### src/rtl/lod_round_pipe.sv
// Two-stage leading-one detector that feeds a power-of-two rounding mux: S1 captures the
// operand and its leading-one index, and S2 registers the mux data (pow2) and select bit.
module lod_round_pipe #(
    parameter int WIDTH      = 16,
    parameter int LOG2_WIDTH = 4
) (
    input  logic                  clk,
    input  logic                  rst_n,
    input  logic                  in_valid,
    output logic                  in_ready,
    input  logic [WIDTH-1:0]      operand,
    output logic                  out_valid,
    input  logic                  out_ready,
    output logic [2*WIDTH-1:0]    pow2,
    output logic                  decision_bit,
    output logic [LOG2_WIDTH-1:0] lod_index,
    output logic                  is_zero,
    output logic [15:0]           round_up_cnt
);

    // Handshake: a transfer happens on a rising edge where valid && ready is true. A valid
    // producer holds its data until that transfer, and ready may depend on the valid of
    // the stage downstream of it.

    logic                  s1_valid;
    logic [WIDTH-1:0]      s1_operand;
    logic [LOG2_WIDTH-1:0] s1_k;
    logic                  s1_zero;

    logic                  s2_valid;

    logic [LOG2_WIDTH-1:0] lead_k;
    logic                  lead_zero;
    logic                  out_xfer;
    logic                  s2_load;
    logic [2*WIDTH-1:0]    next_pow2;
    logic                  next_decision;

    // Priority encoder: the scan runs upward, so the highest set bit is assigned last and wins.
    always_comb begin
        lead_k    = '0;
        lead_zero = (operand == '0);
        for (int i = 0; i < WIDTH; i++) begin
            if (operand[i]) begin
                lead_k = LOG2_WIDTH'(i);
            end
        end
    end

    assign out_xfer  = s2_valid && out_ready;
    assign s2_load   = !s2_valid || out_xfer;
    assign in_ready  = rst_n && (!s1_valid || s2_load);
    assign out_valid = s2_valid;

    // k=0 has no bit below it, so the select is 0. A zero operand also gives k=0.
    always_comb begin
        next_pow2     = '0;
        next_decision = 1'b0;
        if (!s1_zero) begin
            next_pow2 = (2*WIDTH)'(1) << s1_k;
        end
        if (s1_k != '0) begin
            next_decision = s1_operand[s1_k - 1'b1];
        end
    end

    always_ff @(posedge clk) begin
        if (!rst_n) begin
            s1_valid   <= 1'b0;
            s1_operand <= '0;
            s1_k       <= '0;
            s1_zero    <= 1'b0;
        end else if (in_ready) begin
            s1_valid <= in_valid;
            if (in_valid) begin
                s1_operand <= operand;
                s1_k       <= lead_k;
                s1_zero    <= lead_zero;
            end
        end
    end

    always_ff @(posedge clk) begin
        if (!rst_n) begin
            s2_valid     <= 1'b0;
            pow2         <= '0;
            decision_bit <= 1'b0;
            lod_index    <= '0;
            is_zero      <= 1'b0;
        end else if (s2_load) begin
            s2_valid <= s1_valid;
            if (s1_valid) begin
                pow2         <= next_pow2;
                decision_bit <= next_decision;
                lod_index    <= s1_k;
                is_zero      <= s1_zero;
            end
        end
    end

    // Counts only delivered round-ups. The count saturates instead of wrapping.
    always_ff @(posedge clk) begin
        if (!rst_n) begin
            round_up_cnt <= '0;
        end else if (out_xfer && decision_bit && (round_up_cnt != 16'hFFFF)) begin
            round_up_cnt <= round_up_cnt + 16'd1;
        end
    end

endmodule
### config.mk
export PLATFORM = sky130hd
export DESIGN_NAME = lod_round_pipe
export DESIGN_NICKNAME = d
export VERILOG_FILES = /design/src/rtl/lod_round_pipe.sv
export SDC_FILE = /design/constraint.sdc
export NUM_CORES = 1
export LEC_CHECK = 0
export BUFFER_PORTS_ARGS = -buffer_cell sky130_fd_sc_hd__buf_2
export CAP_MARGIN = 20
export CORE_UTILIZATION = 47
export DETAILED_ROUTE_END_ITERATION = 8
export PLACE_DENSITY = 0.75
export SKIP_CTS_REPAIR_TIMING = 1
export SLEW_MARGIN = 10
export SYNTH_ARGS = -nofsm -noshare
export SYNTH_HDL_FRONTEND = slang
export SYNTH_SLANG_ARGS = --single-unit
### constraint.sdc
create_clock -name clk -period 1.9 [get_ports clk]
set_input_delay 0.38 -clock clk [delete_from_list [all_inputs] [get_ports clk]]
set_output_delay 0.38 -clock clk [all_outputs]
set_load 0.03 [all_outputs]
Word-level counts from Yosys, hierarchy flattened. Index checks and enable logic that the tools add are counted.

Register bits: 77. Input port bits: 20. Output and inout bits: 56. Logic and storage cells: 46.

Add/subtract/negate cells: 2. Magnitude comparators: 1. Equality and inequality tests: 1. Shift operators: 1. Mux-type cells: 19. Reductions and logical operators: 12.

Operators by type and width (number): $mux W4 (14); $mux W32 (1); $shl A1 B4 Y32 const A (1); $add A16 B1 Y16 const B (1); $logic_not A16 Y1 (1); $ne A16 B16 Y1 const B (1); $lt A4 B5 Y1 const B (1); $bmux W1 S4 (1); $logic_and A1 B1 Y1 (4); $reduce_and A2 Y1 (2); $reduce_bool A4 Y1 (1); $sub A4 B1 Y4 const B (1); $mux W1 (3); $logic_not A1 Y1 (2); $logic_or A1 B1 Y1 (2).

Longest topological paths before layout. Gate-level depths: netlist of run 1.

Word-level depth: 15. Gate-level depth with buffers: 8. Mapped depth without buffers: 7.

Least setup slack after synthesis of run 1. OpenSTA, ideal clock, no wires.

Path kind: flip-flop to flip-flop. Start point: register s1_k[0]. End point: register decision_bit. Library setup time: 0.121 ns. Data arrival time: 1.973 ns. Required time: 1.779 ns. Setup slack: -0.193 ns. Cell stages (with the launch flop): 9. Path buffers: 1. Period minus slack after synthesis: 2.093 ns. Cells stage by stage: dfxtp_1 clkbuf_1 inv_1 ha_1 mux4_2 mux2i_1 nand2_1 o2111ai_1 nand2_1.

Longest elaborated chain between the ends: 4. Elaborated cells between the ends (all ways): 5. Classes of those cells: add/sub: 1; mux: 3; reduce/logical: 1.

Ends and longest elaborated chain: start, declared (line 27) `logic [LOG2_WIDTH-1:0] s1_k;`; start signal, assigned (line 77) `s1_k <= lead_k;`; $sub A4 B1 Y4 (line 63) `next_decision = s1_operand[s1_k - 1'b1];`; $bmux W1 S4 (line 63); $mux W1 (not written as such) (line 63); $mux W1 * (line 62) `if (s1_k != '0) begin`; end signal, assigned (line 94) `decision_bit <= next_decision;`; end, declared (line 15) `output logic decision_bit,`.

Mark *: on every way between the ends. The rest lies on a longest branch, timed or not. The select of a mux whose other input is x is not followed. A chain may end at the register's enable or synchronous reset.

Worst setup path after layout of run 1.
Start point: register round_up_cnt[1]. End point: register round_up_cnt[14].

Longest elaborated chain between the ends: 2. Elaborated cells between the ends (all ways): 3. Classes of those cells: add/sub: 1; eq/ne: 1; reduce/logical: 1.

Ends and longest elaborated chain: start, declared (line 18) `output logic [15:0] round_up_cnt`; start signal, assigned (line 106) `round_up_cnt <= round_up_cnt + 16'd1;`; branches (longest 2 deep; another with $add A16 B1 Y16).

Parallel ways; which one is timed is not known.

==> summary.txt, run 1 <==
Global route
  – Pin count of the biggest net entering global routing: 42
  – Initial antenna violation count: 0
  – First-pass GRT wire length: 9940 microns
  – Vias in the first global route: 2174
  – Gr ovfl total: 0
  – Tot GR Track Use: 20.4%

CTS
  – CTS tree: built
  – Num CTS Buffers: 9
  – Clock Tree Buf Depth: 2
  – Root buffer cell: clkbuf_8
  – CTS clock-pin slew for the worst setup and hold paths: 0.07 ns
  – Clk sinks: 61
  – Clk_lat worst skew: 0.34 ns
  – CTS H-tree depth: 3

Synthesis
  – Most frequent cell after synthesis: dfxtp_1
  – Adder-Cell Fraction of Synth Area: 2.59%
  – Count of cell types in the netlist: 45
  – Synth Area in XOR/XNOR: 4.22%
  – Post-synthesis mux area share: 5.91%
  – Syn avg cell area: 9.01 sq um
  – Post-synth ARST share: 0%
  – Cells after Synth: 322
  – Synth Cell Area: 2900 sq um
  – Register area share after synthesis: 42.1%
  – Post-synth EDFFs: 0
  – #FFs+latches synth: 61
  – Commonest cells post-synth: dfxtp_1, nand2_1, nor2b_1, nand3_1
  – Simple-gate area share of the yosys netlist: 26.3%
  – Largest family of logic cells by synthesized area: simple AND/OR/NAND/NOR gates
  – Synth area leader: dfxtp_1
  – Yosys top cell area share: 42.1%
  – Synth area leaders: dfxtp_1, nor2b_1, nand2_1
  – Dominant synthesized flop cell: dfxtp_1
  – Compound-Gate Fraction of Synth Area: 11.2%
  – Yosys Warn Count: 0

Place
  – I/O Buffers: 59
  – Setup slack after placement: -0.0169 ns
  – DPL Wire Length: 4350 microns
  – GP Congestion: 0.771
  – Placed Cells incl. Taps: 450
  – Placed cell areas: 3280 sq um

Power
  – Internal: 2.16 mW
  – VDD IR max: 0.389 mV
  – Clock Power Share: 41.5%
  – Total power: 2.89 mW
  – P_sw: 0.736 mW
  – Seq pwr share: 46.5%
  – LEAKAGE: 1.63 nW
  – Part of the power in combinational logic: 11.9%
  – Sw frac: 25.5%
  – PD cells: 803 nW/um^2

Status
  – Failing checks: setup timing
  – Status: complete, but fails checks

Final layout
  – Number of diodes: 0
  – Syn-to-layout area delta: 24.1%
  – Nets@finish: 419
  – Non-filler cells, final: 472
  – Fill cell count: 522
  – Share of post-route cells with drive strength above 1: 31.5%
  – Fin area: 3600 sq um

Critical path
  – Crit-path max FO: 6
  – Req. time, crit path: 2.13 ns
  – R2R setup slack: -0.02 ns
  – Worst Reg2Reg Path Length in Cells: 7
  – Worst R2R Start: round_up_cnt[1]$_SDFFE_PN0P_
  – Crit path kind: reg -> reg
  – CP Capture Type: flop
  – CP Launch Type: flop
  – Worst R2R End: round_up_cnt[14]$_SDFFE_PN0P_
  – Critical Path AT: 2.15 ns

Flow run
  – Max-cap violations: 0

Hold path
  – Worst Hold Class: in -> reg
  – Min-Delay Path Depth: 3
  – Hold worst-path end: s1_operand[12]$_SDFFE_PN0P_
  – Worst Hold Launch: operand[12]

Floorplanning
  – Die X: 80.6 microns
  – # IOs: 76
  – Die height: 80.6 microns
  – Row cnt: 28
  – CORE AREA: 5960 sq um
  – Initial core utilization: 48.7%
  – Die Area: 6490 sq um

Timing
  – Max Clock Freq: 521 MHz
  – Relative slew margins: 54.2%
  – Fin crit period: 1.92 ns
  – Hold Vio Cnt, Final: 0
  – RSZ-0062 raised after global routing: true
  – Final period util: 101%
  – Max-slew violations: 0
  – Clock Skew: 0.00997 ns
  – Worst-Margin Slew: 0.688 ns
  – PnR worst setup slack: -0.0201 ns
  – Final setup vio count: 4
  – Setup TNS: -0.0638 ns

Drt
  – Via Count: 2464
  – Drt first pass iters: 5
  – Wire per inst: 13.4 microns
  – Detail Route Antenna Nets: 0
  – Detailed Route Iter0 Violations: 123
  – Residual DRC: 0
  – Post-Route WL: 6320 microns
  – Vias/cell: 5.22
## power by group through the flow
stage / combinational, mW / clock (mW) / sequential (mW)
after detailed placement: 0.332 / 0 / 1.37
after CTS: 0.334 / 1.22 / 1.34
after floorplan: 0.252 / 0 / 1.38
final: 0.345 / 1.20 / 1.35
after global routing: 0.379 / 1.28 / 1.35
after global placement: 0.327 / 0 / 1.37
## state kept, by name, summed over array words and instances (netlist names)
name and cells:
out_valid 1, s1_operand 16, pow2 16, round_up_cnt 16, s1_k 4, s1_valid 1, is_zero 1, s1_zero 1
decision_bit 1, lod_index 4
## metal layers
layer / wire length [microns] / share of wire [%] / up-vias / track usage (%)
li1: - / - / 1224 / -
met1: 2900 / 46 / 1145 / 27.3
met2: 2960 / 47 / 86 / 30.6
met3: 348 / 5.5 / 9 / 4.20
met4: 110 / 1.7 / 0 / 10.5
met5: 0 / 0 / - / 0
## layout by cell type (no fill, tap or decap), types with 3 or more instances in the layout
master and instances:
xnor2_1 4, and3_1 3, a22oi_1 16, a21oi_1 7, nand3_1 20, a21boi_0 5
clkbuf_8 10, inv_1 6, dfxtp_4 4, xor2_1 10, and4_1 3, clkinv_2 3
mux2i_1 7, mux4_2 4, nor2b_1 25, ha_1 4, o21ai_0 7, nand4_1 3
nor2_1 8, nor3_1 6, dfxtp_1 50, conb_1 16, dfxtp_2 7, nand2_1 41
buf_4 17, buf_2 59, and2_1 14
## cell type report
| type | count | area [sq um] | share of cell area (%) |
|---|---|---|---|
| multi-input combinational | 237 | 1580 | 43.8 |
| inverter | 6 | 22.5 | 0.625 |
| sequential | 61 | 1240 | 34.6 |
| clock inverter | 4 | 45.0 | 1.25 |
| timing repair buffer | 78 | 454 | 12.6 |
| tap | 75 | 93.8 | 2.61 |
| clock buffer | 11 | 163 | 4.52 |
## cell families after synthesis
group | after synthesis
AND/OR/NAND/NOR | 143
flip-flops | 61
AO/OA/AOI/OAI | 46
buffers and inverters | 39
XOR/XNOR | 14
multiplexers | 12
adder cells (fa/ha/maj) | 6
other | 1
## critical path, cell delays in order, from the launching register on
cell,delay (ns)
dfxtp_4,0.37
ha_4,0.14
nand2_2,0.05
or4_4,0.56
o211ai_4,0.32
nor3_2,0.09
xor2_1,0.14
and2_1,0.15
## worst max-delay path by stage
stage,startpoint,end,slack [ns],depth (start not counted)
6_report,round_up_cnt[1]$_SDFFE_PN0P_,round_up_cnt[14]$_SDFFE_PN0P_,-0.02,7
5_1_grt,round_up_cnt[1]$_SDFFE_PN0P_,round_up_cnt[6]$_SDFFE_PN0P_,-0.1,7
4_1_cts,round_up_cnt[13]$_SDFFE_PN0P_,round_up_cnt[12]$_SDFFE_PN0P_,-0.02,6
3_5_place_dp,round_up_cnt[13]$_SDFFE_PN0P_,round_up_cnt[12]$_SDFFE_PN0P_,-0.02,6
3_3_place_gp,round_up_cnt[12]$_SDFFE_PN0P_,round_up_cnt[14]$_SDFFE_PN0P_,0.05,6
2_1_floorplan,s1_k[0]$_SDFFE_PN0P_,decision_bit$_SDFFE_PN0P_,-0.005,8
## stage by stage
stage	hold WS, ns	utilization [%]
detailed placement	0.444	55.1
global placement	0.440	55.1
CTS	0.240	58.6
floorplan	0.431	-
global route	0.264	60.5
finish	0.255	60.5
Power figures use the tool's default switching activity.
==> run 2, diff against run 1 <==
--- a/config.mk
+++ b/config.mk
@@ -9,7 +9,8 @@
 export CAP_MARGIN = 20
 export CORE_UTILIZATION = 47
 export DETAILED_ROUTE_END_ITERATION = 8
-export PLACE_DENSITY = 0.75
+export PLACE_DENSITY_LB_ADDON = 0.08
+export RECOVER_POWER = 50
 export SKIP_CTS_REPAIR_TIMING = 1
 export SLEW_MARGIN = 10
 export SYNTH_ARGS = -nofsm -noshare
==> run 2 against run 1 <==
Largest power group unchanged; worst hold slack lost 0.0091 ns; highest routed layer unchanged; the run still ends with setup timing left; critical path type unchanged; sequential share of layout area grew 0.84 points; critical endpoint is now round_up_cnt[4]$_SDFFE_PN0P_; cell count grew 0.21%; utilization shrank 1.4 points; die area is the same; count of clock-buffer cells in the layout grew 1.
==> summary.txt, run 2 (synthesis gave the netlist of run 1 again) <==
Timing
  – Hold Vio Cnt, Final: 0
  – Final period util: 101%
  – Relative slew margins: 55.2%
  – Final setup vio count: 2
  – Clock Skew: 0.00776 ns
  – Max Clock Freq: 521 MHz
  – Max-slew violations: 0
  – PnR worst setup slack: -0.0205 ns
  – RSZ-0062 raised after global routing: true
  – Worst-Margin Slew: 0.671 ns
  – Fin crit period: 1.92 ns

Final layout
  – Most frequent cells in the layout: dfxtp_1, nand2_1, buf_2
  – Fin area: 3520 sq um
  – Non-filler cells, final: 473
  – Nets@finish: 419
  – Commonest non-fill, non-tap cell in the layout: dfxtp_1
  – Number of diodes: 0
  – Top Registers: pow2 (16), round_up_cnt (16), s1_operand (16)
  – Share of post-route cells with drive strength above 1: 25.1%
  – Syn-to-layout area delta: 21.2%
  – Fill cell count: 560

Floorplanning
  – Die height: 80.6 microns
  – Die X: 80.6 microns
  – # IOs: 76
  – Row cnt: 28
  – CORE AREA: 5960 sq um
  – Die Area: 6490 sq um
  – Initial core utilization: 48.7%

Place
  – I/O Buffers: 59
  – Placed cell areas: 3280 sq um
  – Placed Cells incl. Taps: 452
  – GP Congestion: 0.751
  – DPL Wire Length: 4260 microns

Critical path
  – Crit path cell chain: ha_4 > nand2_2 > or4_4 > o211ai_4 > buf_4 > xnor2_1 > and2_1
  – Crit path kind: reg -> reg
  – Slowest CP cell: or4_4
  – CP Launch Type: flop
  – Req. time, crit path: 2.12 ns
  – Critical Path AT: 2.14 ns
  – Slowest stage delay, CP: 0.56 ns
  – CP Capture Type: flop
  – Crit-path max FO: 7

CTS
  – Clk_lat worst skew: 0.34 ns
  – CTS H-tree depth: 3
  – Clk sinks: 61
  – Num CTS Buffers: 9
  – Clock Tree Buf Depth: 2
  – CTS tree: built
  – Root buffer cell: clkbuf_8
  – CTS clock-pin slew for the worst setup and hold paths: 0.07 ns

Drt
  – Detailed Route Iter0 Violations: 91
  – Drt first pass iters: 5
  – Vias/cell: 5.07
  – Post-Route WL: 6150 microns
  – Wire per inst: 13.0 microns
  – Residual DRC: 0
  – Via Count: 2397
  – Detail Route Antenna Nets: 0

Power
  – VDD IR max: 0.462 mV
  – Total power: 2.73 mW
  – LEAKAGE: 1.51 nW
  – PD cells: 775 nW/um^2

Global route
  – Gr ovfl total: 0
  – Tot GR Track Use: 19.8%
  – Pin count of the biggest net entering global routing: 42
  – First-pass GRT wire length: 9750 microns
  – Vias in the first global route: 2076
  – Initial antenna violation count: 0

Flow run
  – Max-cap violations: 0

Hold path
  – Worst Hold Class: in -> reg

Status
  – Failing checks: setup timing
  – Status: complete, but fails checks
## run 2: area by class of cell
type / count / area, sq um / share of cell area [%]
clock buffer: 12 / 155 / 4.41
clock inverter: 4 / 22.5 / 0.640
inverter: 6 / 22.5 / 0.640
multi-input combinational: 237 / 1570 / 44.6
sequential: 61 / 1240 / 35.4
tap: 75 / 93.8 / 2.67
timing repair buffer: 78 / 410 / 11.7
## run 2: report_power, final
| group | total [mW] | internal [mW] | switching (mW) |
|---|---|---|---|
| clock | 1.04 | 0.538 | 0.503 |
| sequential | 1.34 | 1.32 | 0.0268 |
| combinational | 0.344 | 0.130 | 0.213 |
| total | 2.73 | 1.98 | 0.743 |
## run 2: path summary, 6_finish.rpt
| kind | from | endpoint | slack [ns] | cells past startpoint |
|---|---|---|---|---|
| worst min-delay path | operand[0] | s1_operand[0]$_SDFFE_PN0P_ | 0.25 | 3 |
| worst max-delay path | round_up_cnt[0]$_SDFFE_PN0P_ | round_up_cnt[4]$_SDFFE_PN0P_ | -0.02 | 7 |
| worst max register to register | round_up_cnt[0]$_SDFFE_PN0P_ | round_up_cnt[4]$_SDFFE_PN0P_ | -0.02 | 7 |
| worst min register to register | s1_operand[8]$_SDFFE_PN0P_ | s1_operand[8]$_SDFFE_PN0P_ | 0.45 | 2 |
## run 2: through the flow
stage | hold slack (ns) | util (%) | setup TNS (ns) | worst slack [ns]
final | 0.246 | 59.1 | -0.0326 | -0.0205
after global routing | 0.242 | 59.1 | -0.277 | -0.0739
after floorplan | 0.431 | - | -0.00453 | -0.00453
after CTS | 0.234 | 58.1 | 0 | 0.0142
after global placement | 0.440 | 55.1 | 0 | 0.0456
after detailed placement | 0.444 | 55.1 | 0 | 0.00911
## run 2: per-layer routing
layer / GRT usage [%] / wire length, microns / vias to the layer above / share of wire (%)
li1: - / - / 1224 / -
met1: 25.7 / 2960 / 1108 / 48
met2: 30.7 / 2860 / 58 / 46
met3: 5.23 / 254 / 7 / 4.1
met4: 8.57 / 71 / 0 / 1.2
met5: 0 / 0 / - / 0
## run 2: worst max-delay path, delay by kind of cell (launching register included)
family                   cells  cell delay, ns
AND/OR/NAND/NOR              3            0.77
AO/OA/AOI/OAI                1            0.31
buffers and inverters        1            0.17
XOR/XNOR                     1            0.05
adder cells (fa/ha/maj)      1            0.14
flip-flops                   1            0.37
==> run 3, diff against run 2 <==
--- a/config.mk
+++ b/config.mk
@@ -11,6 +11,7 @@
 export DETAILED_ROUTE_END_ITERATION = 8
 export PLACE_DENSITY_LB_ADDON = 0.08
 export RECOVER_POWER = 50
+export REMOVE_ABC_BUFFERS = 1
 export SKIP_CTS_REPAIR_TIMING = 1
 export SLEW_MARGIN = 10
 export SYNTH_ARGS = -nofsm -noshare
==> run 3 against run 2 <==
The flow now finishes without violations; combinational power fell by 2%; critical path depth is the same; final area is 0.57% lower; power grew 3.7%; die area is the same; worst setup slack improved by 0.071 ns.
==> summary.txt, run 3 (synthesis gave the netlist of run 1 again) <==
Final layout
  – Most frequent cells in the layout: dfxtp_1, nand2_1, clkbuf_1
  – Top Registers: pow2 (16), round_up_cnt (16), s1_operand (16)
  – Number of diodes: 0
  – Nets@finish: 420
  – Fin area: 3500 sq um
  – Commonest non-fill, non-tap cell in the layout: dfxtp_1
  – Syn-to-layout area delta: 20.5%
  – Share of post-route cells with drive strength above 1: 20.3%
  – Fill cell count: 591

Drt
  – Detail Route Antenna Nets: 0
  – Residual DRC: 0
  – Via Count: 2353
  – Wire per inst: 13.0 microns
  – Vias/cell: 4.96
  – Post-Route WL: 6140 microns
  – Drt first pass iters: 5
  – Detailed Route Iter0 Violations: 105

Critical path
  – CP Capture Type: flop
  – CP Launch Type: flop
  – Critical Path AT: 2.07 ns
  – Slowest stage delay, CP: 0.45 ns
  – Crit-path max FO: 7
  – Req. time, crit path: 2.12 ns
  – Crit path kind: reg -> reg
  – Crit path cell chain: ha_2 > nand2_1 > or4_4 > o211ai_4 > nor3_2 > xor2_1 > and2_1
  – Slowest CP cell: or4_4

Timing
  – Clock Skew: 0.00755 ns
  – Hold Vio Cnt, Final: 0
  – Final period util: 97.3%
  – PnR worst setup slack: 0.0504 ns
  – Final hold slack: 0.259 ns
  – Worst-Margin Slew: 0.685 ns
  – Fin crit period: 1.85 ns
  – Relative slew margins: 54.4%
  – Max-slew violations: 0
  – Final setup vio count: 0
  – Max Clock Freq: 541 MHz
  – RSZ-0062 raised after global routing: true

CTS
  – CTS tree: built
  – Root buffer cell: clkbuf_8
  – Clk sinks: 61
  – Clock Tree Buf Depth: 2
  – CTS H-tree depth: 3
  – CTS clock-pin slew for the worst setup and hold paths: 0.07 ns
  – Clk_lat worst skew: 0.34 ns
  – Num CTS Buffers: 9

Place
  – Setup slack after placement: 0.0414 ns
  – DPL Wire Length: 4320 microns
  – GP Congestion: 0.782
  – I/O Buffers: 59
  – Placed cell areas: 3310 sq um

Floorplanning
  – Die Area: 6490 sq um
  – CORE AREA: 5960 sq um
  – Initial core utilization: 48.7%
  – Row cnt: 28
  – Die X: 80.6 microns
  – # IOs: 76
  – Die height: 80.6 microns

Global route
  – Gr ovfl total: 0
  – Tot GR Track Use: 20.4%
  – Initial antenna violation count: 0
  – First-pass GRT wire length: 10000 microns
  – Pin count of the biggest net entering global routing: 57
  – Vias in the first global route: 2158

Flow run
  – Max-cap violations: 0

Power
  – PD cells: 809 nW/um^2
  – Total power: 2.83 mW
  – LEAKAGE: 1.45 nW
  – VDD IR max: 0.459 mV

Status
  – Status: finished, final reports clean

Hold path
  – Worst Hold Class: in -> reg
-- run 3: cell count changes in the layout (fill, tap and decap cells not counted), sizes merged --
cell | previous run | this run
clkbuf | 34 | 50
buf | 56 | 41
clkinv | 3 | 2
bufinv | 0 | 1
-- run 3: final cells by class --
cell class              count  area [sq um]  share of cell area (%)
well taps                  75          93.8                    2.68
clock buffers              12           145                    4.15
inverters                   6          22.5                   0.644
repair buffers             79           397                    11.3
clock inverters             4          47.5                    1.36
flip-flops and latches     61          1230                    35.2
multi-input cells         237          1560                    44.7
-- run 3: path summary, 6_finish.rpt --
path | to | slack [ns] | cells after the start | start
max reg2reg | round_up_cnt[12]$_SDFFE_PN0P_ | 0.05 | 7 | round_up_cnt[1]$_SDFFE_PN0P_
min reg2reg | s1_operand[5]$_SDFFE_PN0P_ | 0.46 | 2 | s1_operand[5]$_SDFFE_PN0P_
min | s1_operand[12]$_SDFFE_PN0P_ | 0.26 | 3 | operand[12]
max | round_up_cnt[12]$_SDFFE_PN0P_ | 0.05 | 7 | round_up_cnt[1]$_SDFFE_PN0P_
-- run 3: worst max-delay path, delay by kind of cell (launching register included) --
| family | cells | cell delay (ns) |
|---|---|---|
| AND/OR/NAND/NOR | 4 | 0.79 |
| adder cells (fa/ha/maj) | 1 | 0.18 |
| AO/OA/AOI/OAI | 1 | 0.30 |
| flip-flops | 1 | 0.33 |
| XOR/XNOR | 1 | 0.14 |
-- run 3: metal layers --
metal  routed length, microns  track usage (%)
met4                      120             10.2
met5                        0                0
met1                     2980             26.0
met2                     2800             32.7
met3                      239             3.75
-- run 3: through the flow --
stage,instances,utilization [%],TNS (ns)
final,474,58.7,0
after global routing,474,58.7,-0.0244
after CTS,474,58.9,0
after detailed placement,458,55.7,0
after global placement,458,55.7,0
after floorplan,304,-,-2.40
-- run 3: power by group --
group	total, mW	switching (mW)	internal (mW)
logic	0.338	0.212	0.126
registers	1.35	0.0287	1.32
clock network	1.14	0.504	0.638
total	2.83	0.744	2.09
